`src/rtl/pwm_capture.sv`:
```
// rtl/pwm_capture.sv - PWM receiver: per-period high time and period in clk cycles,
// stuck-low/stuck-high timeout reports, results on a valid/ready output register.
module pwm_capture #(
  parameter int W           = 16,
  parameter int SYNC_STAGES = 2,
  parameter int TIMEOUT     = (2 ** W) - 1
) (
  input  logic         clk,
  input  logic         rst,
  input  logic         ena,
  input  logic         pwm_in,
  output logic         meas_valid,
  input  logic         meas_ready,
  output logic [W-1:0] high_count,
  output logic [W-1:0] period_count,
  output logic         stuck,
  output logic         stuck_level,
  output logic         overrun
);

  typedef enum logic [1:0] {IDLE, ARM, MEAS, STUCK} state_t;

  localparam logic [W-1:0] TMO = W'(TIMEOUT);
  localparam logic [W-1:0] ONE = W'(1);

  state_t                 state_q, state_d;
  logic [SYNC_STAGES-1:0] sync_q, sync_d;
  logic                   prev_q, prev_d;
  logic [W-1:0]           cyc_q, cyc_d;
  logic [W-1:0]           hi_q, hi_d;

  logic                   mv_q, mv_d;
  logic [W-1:0]           hc_q, hc_d;
  logic [W-1:0]           pc_q, pc_d;
  logic                   stk_q, stk_d;
  logic                   stl_q, stl_d;
  logic                   ovr_q, ovr_d;

  logic                   lvl;
  logic                   rise;
  logic [W-1:0]           cyc_inc;
  logic [W-1:0]           hi_inc;
  logic                   emit;
  logic [W-1:0]           e_hi;
  logic [W-1:0]           e_per;
  logic                   e_stuck;
  logic                   e_lvl;

  assign lvl     = sync_q[SYNC_STAGES-1];
  assign rise    = lvl & ~prev_q;
  assign sync_d  = {sync_q[SYNC_STAGES-2:0], pwm_in};
  assign prev_d  = lvl;
  // Both counters saturate at TIMEOUT so the W-bit results can never wrap.
  assign cyc_inc = (cyc_q == TMO) ? cyc_q : cyc_q + ONE;
  assign hi_inc  = (hi_q == TMO) ? hi_q : hi_q + {{(W-1){1'b0}}, lvl};

  always_comb begin
    state_d = state_q;
    cyc_d   = cyc_q;
    hi_d    = hi_q;
    emit    = 1'b0;
    e_hi    = '0;
    e_per   = '0;
    e_stuck = 1'b0;
    e_lvl   = 1'b0;
    case (state_q)
      IDLE: begin
        cyc_d = '0;
        hi_d  = '0;
        if (ena) state_d = ARM;
      end
      ARM, MEAS, STUCK: begin
        if (rise) begin
          cyc_d   = ONE;
          hi_d    = ONE;
          state_d = MEAS;
          if (state_q == MEAS) begin
            emit  = 1'b1;
            e_hi  = hi_q;
            e_per = cyc_q;
          end
        end else begin
          cyc_d = cyc_inc;
          hi_d  = hi_inc;
          // STUCK never re-reports, giving one report per stuck episode.
          if (state_q != STUCK && cyc_q == TMO) begin
            emit    = 1'b1;
            e_stuck = 1'b1;
            e_lvl   = lvl;
            e_per   = TMO;
            e_hi    = lvl ? TMO : '0;
            state_d = STUCK;
          end
        end
      end
      default: state_d = IDLE;
    endcase
    if (!ena) begin
      state_d = IDLE;
      cyc_d   = '0;
      hi_d    = '0;
      emit    = 1'b0;
    end
  end

  always_comb begin
    mv_d  = mv_q;
    hc_d  = hc_q;
    pc_d  = pc_q;
    stk_d = stk_q;
    stl_d = stl_q;
    ovr_d = 1'b0;
    if (emit && (!mv_q || meas_ready)) begin
      mv_d  = 1'b1;
      hc_d  = e_hi;
      pc_d  = e_per;
      stk_d = e_stuck;
      stl_d = e_lvl;
    end else if (emit) begin
      ovr_d = 1'b1;
    end else if (mv_q && meas_ready) begin
      mv_d = 1'b0;
    end
  end

  always_ff @(posedge clk) begin
    if (rst) begin
      state_q <= IDLE;
      sync_q  <= '0;
      prev_q  <= 1'b0;
      cyc_q   <= '0;
      hi_q    <= '0;
      mv_q    <= 1'b0;
      hc_q    <= '0;
      pc_q    <= '0;
      stk_q   <= 1'b0;
      stl_q   <= 1'b0;
      ovr_q   <= 1'b0;
    end else begin
      state_q <= state_d;
      sync_q  <= sync_d;
      prev_q  <= prev_d;
      cyc_q   <= cyc_d;
      hi_q    <= hi_d;
      mv_q    <= mv_d;
      hc_q    <= hc_d;
      pc_q    <= pc_d;
      stk_q   <= stk_d;
      stl_q   <= stl_d;
      ovr_q   <= ovr_d;
    end
  end

  assign meas_valid   = mv_q;
  assign high_count   = hc_q;
  assign period_count = pc_q;
  assign stuck        = stk_q;
  assign stuck_level  = stl_q;
  assign overrun      = ovr_q;

endmodule

```
`config.mk`:
```
export PLATFORM = sky130hd
export DESIGN_NAME = pwm_capture
export DESIGN_NICKNAME = d
export VERILOG_FILES = /design/src/rtl/pwm_capture.sv
export SDC_FILE = /design/constraint.sdc
export NUM_CORES = 1
export LEC_CHECK = 0
export ABC_CLOCK_PERIOD_IN_PS = 4900
export BUFFER_PORTS_ARGS = -buffer_cell sky130_fd_sc_hd__clkbuf_2
export CAP_MARGIN = 40
export CORE_AREA = 2 2 106 108
export DETAILED_ROUTE_END_ITERATION = 8
export DIE_AREA = 0 0 108 110
export SETUP_SLACK_MARGIN = 0.2
export SKIP_LAST_GASP = 1
export SLEW_MARGIN = 20
export SYNTH_ARGS = -nofsm -noshare
export SYNTH_HDL_FRONTEND = slang
export SYNTH_SLANG_ARGS = --single-unit
```
`constraint.sdc`:
```
create_clock -name clk -period 4.9 [get_ports clk]
set_input_delay 1.225 -clock clk [delete_from_list [all_inputs] [get_ports clk]]
set_output_delay 1.225 -clock clk [all_outputs]
set_load 0.02 [all_outputs]
```
# [Yosys cells after proc, flatten, opt, wreduce, memory -nomap -nowiden]
# Index checks and enable logic that the tools add are counted.
[word_totals] out_inout_bits=36 wordCells=69 input_bits=5 register_bits=73
[classes] reduce_logical=11 n_addsub=2 n_mux=32 bitwise_logic=3 n_eq_ne=10
[ops] operator="16-bit 2-to-1 mux" n=13
[ops] operator="16-bit case mux with 2 select lines" n=2
[ops] operator="16-bit equality test, second input constant" n=2
[ops] operator="16-bit by 1-bit adder with 16-bit output" n=1
[ops] operator="16-bit by 1-bit adder with 16-bit output, second input constant" n=1
[ops] operator="1-bit 2-to-1 mux" n=14
[ops] operator="3-bit != test, second input constant" n=3
[ops] operator="2-bit equality test, second input constant" n=2
[ops] operator="2-bit 2-to-1 mux" n=2
[ops] operator="2-bit case mux with 2 select lines" n=1
[ops] operator="2-bit OR reduction" n=2
[ops] operator="1-bit logical AND" n=3
[ops] operator="3-bit OR reduction" n=1
[ops] operator="2-bit by 1-bit equality test with 1-bit output, second input constant" n=1
[ops] operator="2-bit zero test" n=1
[ops] operator="2-bit by 1-bit != test with 1-bit output, second input constant" n=1
[ops] operator="2-bit != test, second input constant" n=1
[ops] operator="1-bit inverter" n=2
[ops] operator="2-bit AND reduction" n=1
[ops] operator="2-bit nonzero test" n=1
[ops] operator="1-bit AND" n=1
[ops] operator="1-bit zero test" n=1
[ops] operator="1-bit logical OR" n=1

# [Depth between registers and ports, before layout]
# Gate-level depths: netlist (run 1).
[logic_depth] word_depth=9 depth_mapped=7 mapped_depth_nobuf=7

# [Worst setup path after synthesis (run 1)]
# OpenSTA, ideal clock, no wires.
[synth_timing] path_type="in2reg" startpoint="input port meas_ready" endpoint="register pc_q[0], in the netlist period_count[0]" path_buffers=1 setup_slack_ns=2.596 t_required_ns=4.775 setup_time_ns=0.125 arrival_time_ns=2.179 stages=6 path_cell_list="nand2b_1 -> o2111ai_2 -> and2b_1 -> clkbuf_1 -> o21ai_0 -> nand3_1"
[synth_via] elab_chain_cells=2
[synth_rtl] item="from (decl)" line="13" text="input logic meas_ready,"
[synth_rtl] item="1-bit logical OR" line="113" text="if (emit && (!mv_q || meas_ready)) begin"
[synth_rtl] item="1-bit logical AND" line="113"
[synth_rtl] item="to (signal assigned)" line="147" text="pc_q <= pc_d;"
[synth_rtl] item="to (decl)" line="34" text="logic [W-1:0] pc_q, pc_d;"
# Every way passes these cells.
# A chain may end at the register's enable or synchronous reset.

# [Worst setup path in the final report (run 1)]
[layout_timing] startpoint="register cyc_q[1]" endpoint="register pc_q[5], in the netlist period_count[5]"
[layout_via] elab_chain_cells=7 elab_cells_between_ends=10 cone_classes="eq/ne (1); mux (7); reduce/logical (2)"
[layout_rtl] item="from (decl)" line="29" text="logic [W-1:0] cyc_q, cyc_d;"
[layout_rtl] item="from (signal assigned)" line="143" text="cyc_q <= cyc_d;"
[layout_rtl] item="16-bit equality test (*)" line="86" text="if (state_q != STUCK && cyc_q == TMO) begin"
[layout_rtl] item="1-bit logical AND (*)" line="86"
[layout_rtl] item="1-bit 2-to-1 mux" line="86"
[layout_rtl] item="1-bit 2-to-1 mux" line="73" text="if (rise) begin"
[layout_rtl] item="1-bit 2-to-1 mux" line="66" text="case (state_q)"
[layout_rtl] item="1-bit 2-to-1 mux" line="98" text="if (!ena) begin"
[layout_rtl] item="1-bit logical AND" line="113"
# Mark *: on every way between the ends. The rest lies on a longest branch, timed or not.

==> reports/metrics.csv, run 1 <==
stage;metric;value;unit
route;drt total wl;6752;um
clock_tree;Skew-Pair Late Insertion Delay;0.35;ns
global_route;first-pass GRT wire length;11740;um
layout;number of diodes;0;
yosys;Synth Area in Simple Gates;0.2611;
die;# rows;38;
clock_tree;CTS Buf Count;9;
clock_tree;Hold Buf Count CTS;0;
timing;actual slew at the worst max-slew pin;0.8356;ns
yosys;Mapped Nets;351;
route;DRT Pass-1 Iters;5;
yosys;Avg Cell Area, Syn;9.109;um2
yosys;Synth Area in Compound Gates;0.1638;
die;starting density of the core;0.2920;
critical_path;CP Data Required Time;5.18;ns
layout;FILL cells;1130;
critical_path;critical path type;reg2reg;
yosys;Cells after Synth;343;
timing;endpoints failing setup;0;
run_status;status;finished, final reports clean;
yosys;Mapped Area;3124;um2
route;Vias per Instance;4.886;
yosys;xor/xnor share of the synthesized area;0.06448;
layout;share of layout cells above drive strength 1;0.1964;
critical_path;crit-path max FO;15;
layout;Final Non-Filler Cells;527;
die;# IOs;41;
layout;Layout Nets;390;
global_route;vias in the first global route;2488;
global_route;All-Layer GR Usage;0.1249;
timing;Setup Skew;0.003159;ns
yosys;#FFs+latches synth;73;
route;wire per inst;12.81;um
timing;fin crit share;0.4692;
pwr;PD cells;310.5;nW/um2
critical_path;worst r2r src;cyc_q[1];
die;die area;11880;um2
placement;Placed Area;3451;um2
yosys;Synth Flop Type;dfxtp_1;
timing;Fin. Hold Viols;0;
layout;Layout Utilization;0.3436;
die;Die H;110;um
yosys;most common cell in the netlist;dfxtp_1;
min_path;WHS Path Cells;1;
clock_tree;clk buf depth;2;
critical_path;Arr. time, crit path;2.58;ns
pwr;Leak;1.387;nW
route;DR vias;2575;
yosys;mux contribution to synthesized area;0.003204;
yosys;YS warnings;0;
route;# DRC;0;
clock_tree;Setup Fix Bufs, Post-CTS;0;
timing;relative slew slack;0.4419;
global_route;largest net degree at the start of global routing;21;
yosys;Seq/Total Area, Yosys;0.4678;
clock_tree;CTS sink cnt;73;
yosys;ys async rst share;0;
timing;Slew Viols, Final;0;
die;Core ar.;10700;um2
yosys;Yosys top cell area share;0.4678;
route;starting DRC count in detailed routing;69;
yosys;Synth area leader;dfxtp_1;
placement;placed cells;510;
critical_path;Crit. End Element;flip-flop;
timing;post-route minimum period;2.299;ns
yosys;top cells by area, synth;dfxtp_1 47%, nor2_1 6.5%, o2bb2ai_1 4.5%, nand3_1 4.2%, xor2_1 3.6%;
timing;RSZ-0062 raised after global routing;false;
placement;gpl congestion;0.8169;
pwr;total power;1.141;mW
global_route;gr ovfl total;0;
critical_path;r2r endpoint;period_count[5];
clock_tree;htree depth;3;
placement;IO Port Bufs;40;
yosys;largest family of logic cells by synthesized area;simple AND/OR/NAND/NOR gates;
route;antenna-violating nets left;0;
layout;FF/Latch Area;1461;um2
timing;Total Neg Setup Slack;0;ns
critical_path;worst reg-to-reg path cell count;5;
clock_tree;TritonCTS clock tree;yes;
die;Horiz. Die Dim;108;um
placement;HPWL after DPL;4818;um
pwr;maximum VDD drop;0.1586;mV
min_path;sink of the worst hold path;sync_q[1];
yosys;number of flops mapped to enable cells by yosys;0;
layout;Area Growth Syn to Fin;17.66;%
yosys;adder-cell share of the synthesized area;0.01201;
min_path;worst hold path class;reg2reg;
clock_tree;post-CTS sizing;0;
yosys;Post-synth top cells;73 x dfxtp_1, 54 x nor2_1, 26 x nand3_1, 23 x nand2_1, 21 x o21ai_0;
run;Max Cap Viol;0;
layout;post-layout instance area;3676;um2
layout;Multi-input gate area;1577;um2
timing;f_max;435.0;MHz
min_path;min-delay src;sync_q[0];
critical_path;worst reg-to-reg setup slack;2.60;ns
global_route;initial antenna violation count;0;
clock_tree;root buf cell;clkbuf_8;
clock_tree;clock slew at reported path FFs;0.08;ns
yosys;post-synthesis cell type count;49;
critical_path;Startpoint Class;flip-flop;
## cells in the final DEF, fill, tap and decap left out, types with 2 or more instances in the layout
master / count
clkbuf_8: 9
clkinv_2: 2
o2bb2ai_1: 16
nor3_2: 3
nor2b_1: 6
nor3b_1: 2
inv_1: 2
nand4_1: 8
nand2_1: 23
dfxtp_1: 73
and3_1: 5
a21oi_1: 8
bufinv_16: 2
buf_8: 2
clkinvlp_4: 2
nand2b_1: 5
xnor2_1: 10
a211oi_1: 6
o2111ai_1: 5
xor2_1: 13
ha_1: 3
nor2_1: 54
clkbuf_2: 40
nand3_1: 26
o21ai_0: 21
a31oi_1: 6
and4_4: 2
nor3_1: 6
and4_1: 2
## layout make-up
| class | count | area share |
|---|---|---|
| Multi-Input combinational cell | 253 | 0.4289 |
| Sequential cell | 73 | 0.3975 |
| Timing Repair Buffer | 43 | 0.06467 |
| Tap cell | 140 | 0.04765 |
| Clock buffer | 9 | 0.03370 |
| Clock inverter | 7 | 0.02553 |
| Inverter | 2 | 0.002042 |
## metal layers
layer,GRT usage,up-vias,share of wire
met4,0.04212,0,0.012
met3,0.04821,8,0.055
met5,0,-,0
li1,-,1312,-
met2,0.1995,56,0.45
met1,0.1548,1199,0.48
## critical path, cell delays in order (launching register included)
cell	delay (ns)
dfxtp_1	0.48
ha_1	0.42
nand4_4	0.32
nor2_4	0.31
nand3b_1	0.47
nand3_1	0.22
## where the power goes
part	switching, mW	internal, mW
Clock	0.227	0.286
Sequential	0.00200	0.595
Combinational	0.0214	0.00976
Total	0.251	0.891
## flip-flops by register name, indices dropped and copies added, names as in the netlist
signal	cells
cyc_q	16
hi_q	16
high_count	16
period_count	16
state_q	2
sync_q	2
meas_valid	1
overrun	1
prev_q	1
stuck	1
stuck_level	1
## cells by family after synthesis
| kind of cell | count (synthesis) |
|---|---|
| xor gates and xnor gates | 23 |
| adders and majority gates | 3 |
| DFF | 73 |
| muxes | 1 |
| AOI/OAI and AO/OA | 71 |
| buffers and inverters | 17 |
| and+or+nand+nor | 155 |
## metrics by stage
stage                     setup slack [ns]  hold slack, ns
after floorplan                      2.596          0.4138
after detailed placement             2.137          0.4240
after global routing                 2.378          0.4786
final                                2.601          0.4530
after CTS                            2.512          0.4510
after global placement               1.949          0.4381
## how the worst max path moves through the flow
stage | start | to | slack [ns] | cells after the start
2_1_floorplan | meas_ready | period_count[0] | 2.60 | 6
3_3_place_gp | rst | cyc_q[14] | 1.95 | 4
3_5_place_dp | meas_ready | period_count[3] | 2.14 | 6
4_1_cts | meas_ready | period_count[3] | 2.51 | 6
5_1_grt | cyc_q[0] | period_count[2] | 2.38 | 5
6_report | cyc_q[1] | period_count[5] | 2.60 | 5
Note: power is estimated with default switching activity, not from simulation.
==> run 2, diff against run 1 <==
Settings changed: ABC_CLOCK_PERIOD_IN_PS 4900 to 1900.
Clock period 4.9 ns to 1.9 ns, I/O delays scaled along.
==> run 2 against run 1 <==
Critical path depth grew 2. First-iteration DRC count grew 74%. Sequential power grew to 2.6 times the previous value. Clock-buffer cell count grew 1. Fmax grew 33%. Flip-flop and latch count is the same. Routed wire length grew 18%. Non-clock buffer count grew 37. Register-to-register slack lost 2.4 ns. Core utilization grew 5.3 points.
==> reports/metrics.csv, run 2 (same netlist as run 1, synthesis figures left out) <==
stage;metric;value;unit
layout;FILL cells;1085;
clock_tree;clk buf depth;2;
route;met2 routed WL;3843;um
global_route;initial antenna violation count;0;
clock_tree;CTS sink cnt;73;
timing;f_max;580.2;MHz
timing;Slew Viols, Final;0;
critical_path;Startpoint Class;flip-flop;
pwr;total power;3.140;mW
timing;post-route minimum period;1.723;ns
clock_tree;TritonCTS clock tree;yes;
run_status;status;finished, final reports clean;
run;Max Cap Viol;0;
clock_tree;clock slew at reported path FFs;0.08;ns
pwr;maximum VDD drop;0.5038;mV
timing;actual slew at the worst max-slew pin;0.5451;ns
layout;Layout Nets;429;
layout;most frequent cells in the layout;62 x dfxtp_1, 54 x nor2_1, 40 x clkbuf_2, 32 x buf_4, 26 x nand3_1;
placement;gpl congestion;0.8218;
placement;HPWL after DPL;4976;um
die;Horiz. Die Dim;108;um
critical_path;crit-path max FO;8;
global_route;vias in the first global route;2623;
die;starting density of the core;0.2920;
global_route;first-pass GRT wire length;12560;um
clock_tree;root buf cell;clkbuf_8;
timing;RSZ-0062 raised after global routing;true;
placement;placed cells;528;
timing;relative slew slack;0.6358;
critical_path;Crit. End Element;flip-flop;
clock_tree;htree depth;3;
timing;fin crit share;0.9071;
route;met3 WL;307;um
critical_path;Arr. time, crit path;1.97;ns
timing;Fin. Hold Viols;0;
route;DRT Pass-1 Iters;4;
route;# DRC;0;
die;die area;11880;um2
layout;number of diodes;0;
global_route;gr ovfl total;0;
route;Vias per Instance;4.931;
timing;endpoints failing setup;0;
clock_tree;CTS Buf Count;9;
min_path;worst hold path class;in2reg;
clock_tree;Hold Buf Count CTS;0;
layout;Final Non-Filler Cells;565;
route;drt total wl;7982;um
die;# IOs;41;
timing;Setup Skew;0.009210;ns
layout;most common cell after layout, fill and taps aside;dfxtp_1;
critical_path;critical path type;reg2reg;
pwr;PD cells;739.3;nW/um2
clock_tree;Skew-Pair Late Insertion Delay;0.35;ns
route;max layer used;met4;
die;# rows;38;
global_route;All-Layer GR Usage;0.1337;
route;wire per inst;14.13;um
global_route;largest net degree at the start of global routing;28;
placement;IO Port Bufs;40;
layout;share of layout cells above drive strength 1;0.3576;
pwr;Leak;1.638;nW
route;antenna-violating nets left;0;
critical_path;CP Data Required Time;2.14;ns
layout;Area Growth Syn to Fin;35.92;%
die;Die H;110;um
die;Core ar.;10700;um2
route;DR vias;2786;
route;met1 wire length;3718;um
route;starting DRC count in detailed routing;120;
[run 2: changes by cell type in the layout (fill, tap and decap cells not counted), moves of 4 or more]
cell | previous run | this run
buf_6 | 0 | 5
o2bb2ai_1 | 16 | 0
dfxtp_2 | 0 | 7
dfxtp_4 | 0 | 4
dfxtp_1 | 73 | 62
buf_4 | 1 | 32
o2bb2ai_2 | 0 | 16
[run 2: timing repair]
action | CTS | global route
pin swaps | 0 | 29
hold endpoints to repair | 0 | 0
endpoints found under the setup margin | 40 | 52
cloned | 1 | 2
setup buffers | 2 | 17
resized for setup | 14 | 44
[run 2: area by class of cell]
class	instances	area, um2	share of cell area
Inverter	2	7.507	0.001768
Clock buffer	10	137.6	0.03241
Multi-Input combinational cell	255	1808	0.4258
Clock inverter	5	103.9	0.02446
Tap cell	140	175.2	0.04125
Sequential cell	73	1485	0.3497
Timing Repair Buffer	80	529.3	0.1246
[run 2: per-layer routing]
layer,global-route usage,vias up
li1,-,1397
met1,0.1749,1318
met2,0.2165,59
met3,0.03175,12
met4,0.04670,0
met5,0,-
[run 2: stage by stage]
step	utilization	instance area, um2	setup TNS, ns	setup WS [ns]	hold slack, ns
floorplan	-	3124	0	0.2432	0.4138
global placement	0.3338	3571	0	0.02388	0.4235
detailed placement	0.3338	3571	-0.02950	-0.01676	0.4253
CTS	0.3643	3897	0	0.2073	0.3369
global route	0.3970	4247	0	0.09545	0.3537
finish	0.3970	4247	0	0.1765	0.3373
[run 2: power by group]
group | internal [mW] | leakage [nW] | switching [mW]
registers | 1.53 | 0.595 | 0.00539
logic | 0.0416 | 0.921 | 0.0736
clock network | 0.901 | 0.122 | 0.589
total | 2.47 | 1.64 | 0.669
[run 2: worst paths after layout]
kind	startpoint	to	slack (ns)	cells past startpoint
worst max register to register	cyc_q[9]	high_count[6]	0.18	7
worst max-delay path	cyc_q[9]	high_count[6]	0.18	7
worst min register to register	sync_q[0]	sync_q[1]	0.44	1
worst min-delay path	pwm_in	sync_q[0]	0.34	2
[run 2: worst max-delay path, cell delays in order, from the launching register on]
cell and delay, ns:
dfxtp_4 0.38, nand4_1 0.15, or2_4 0.30, clkbuf_4 0.18
nor3_4 0.22, buf_4 0.17, nor2_4 0.08, o2bb2ai_2 0.14
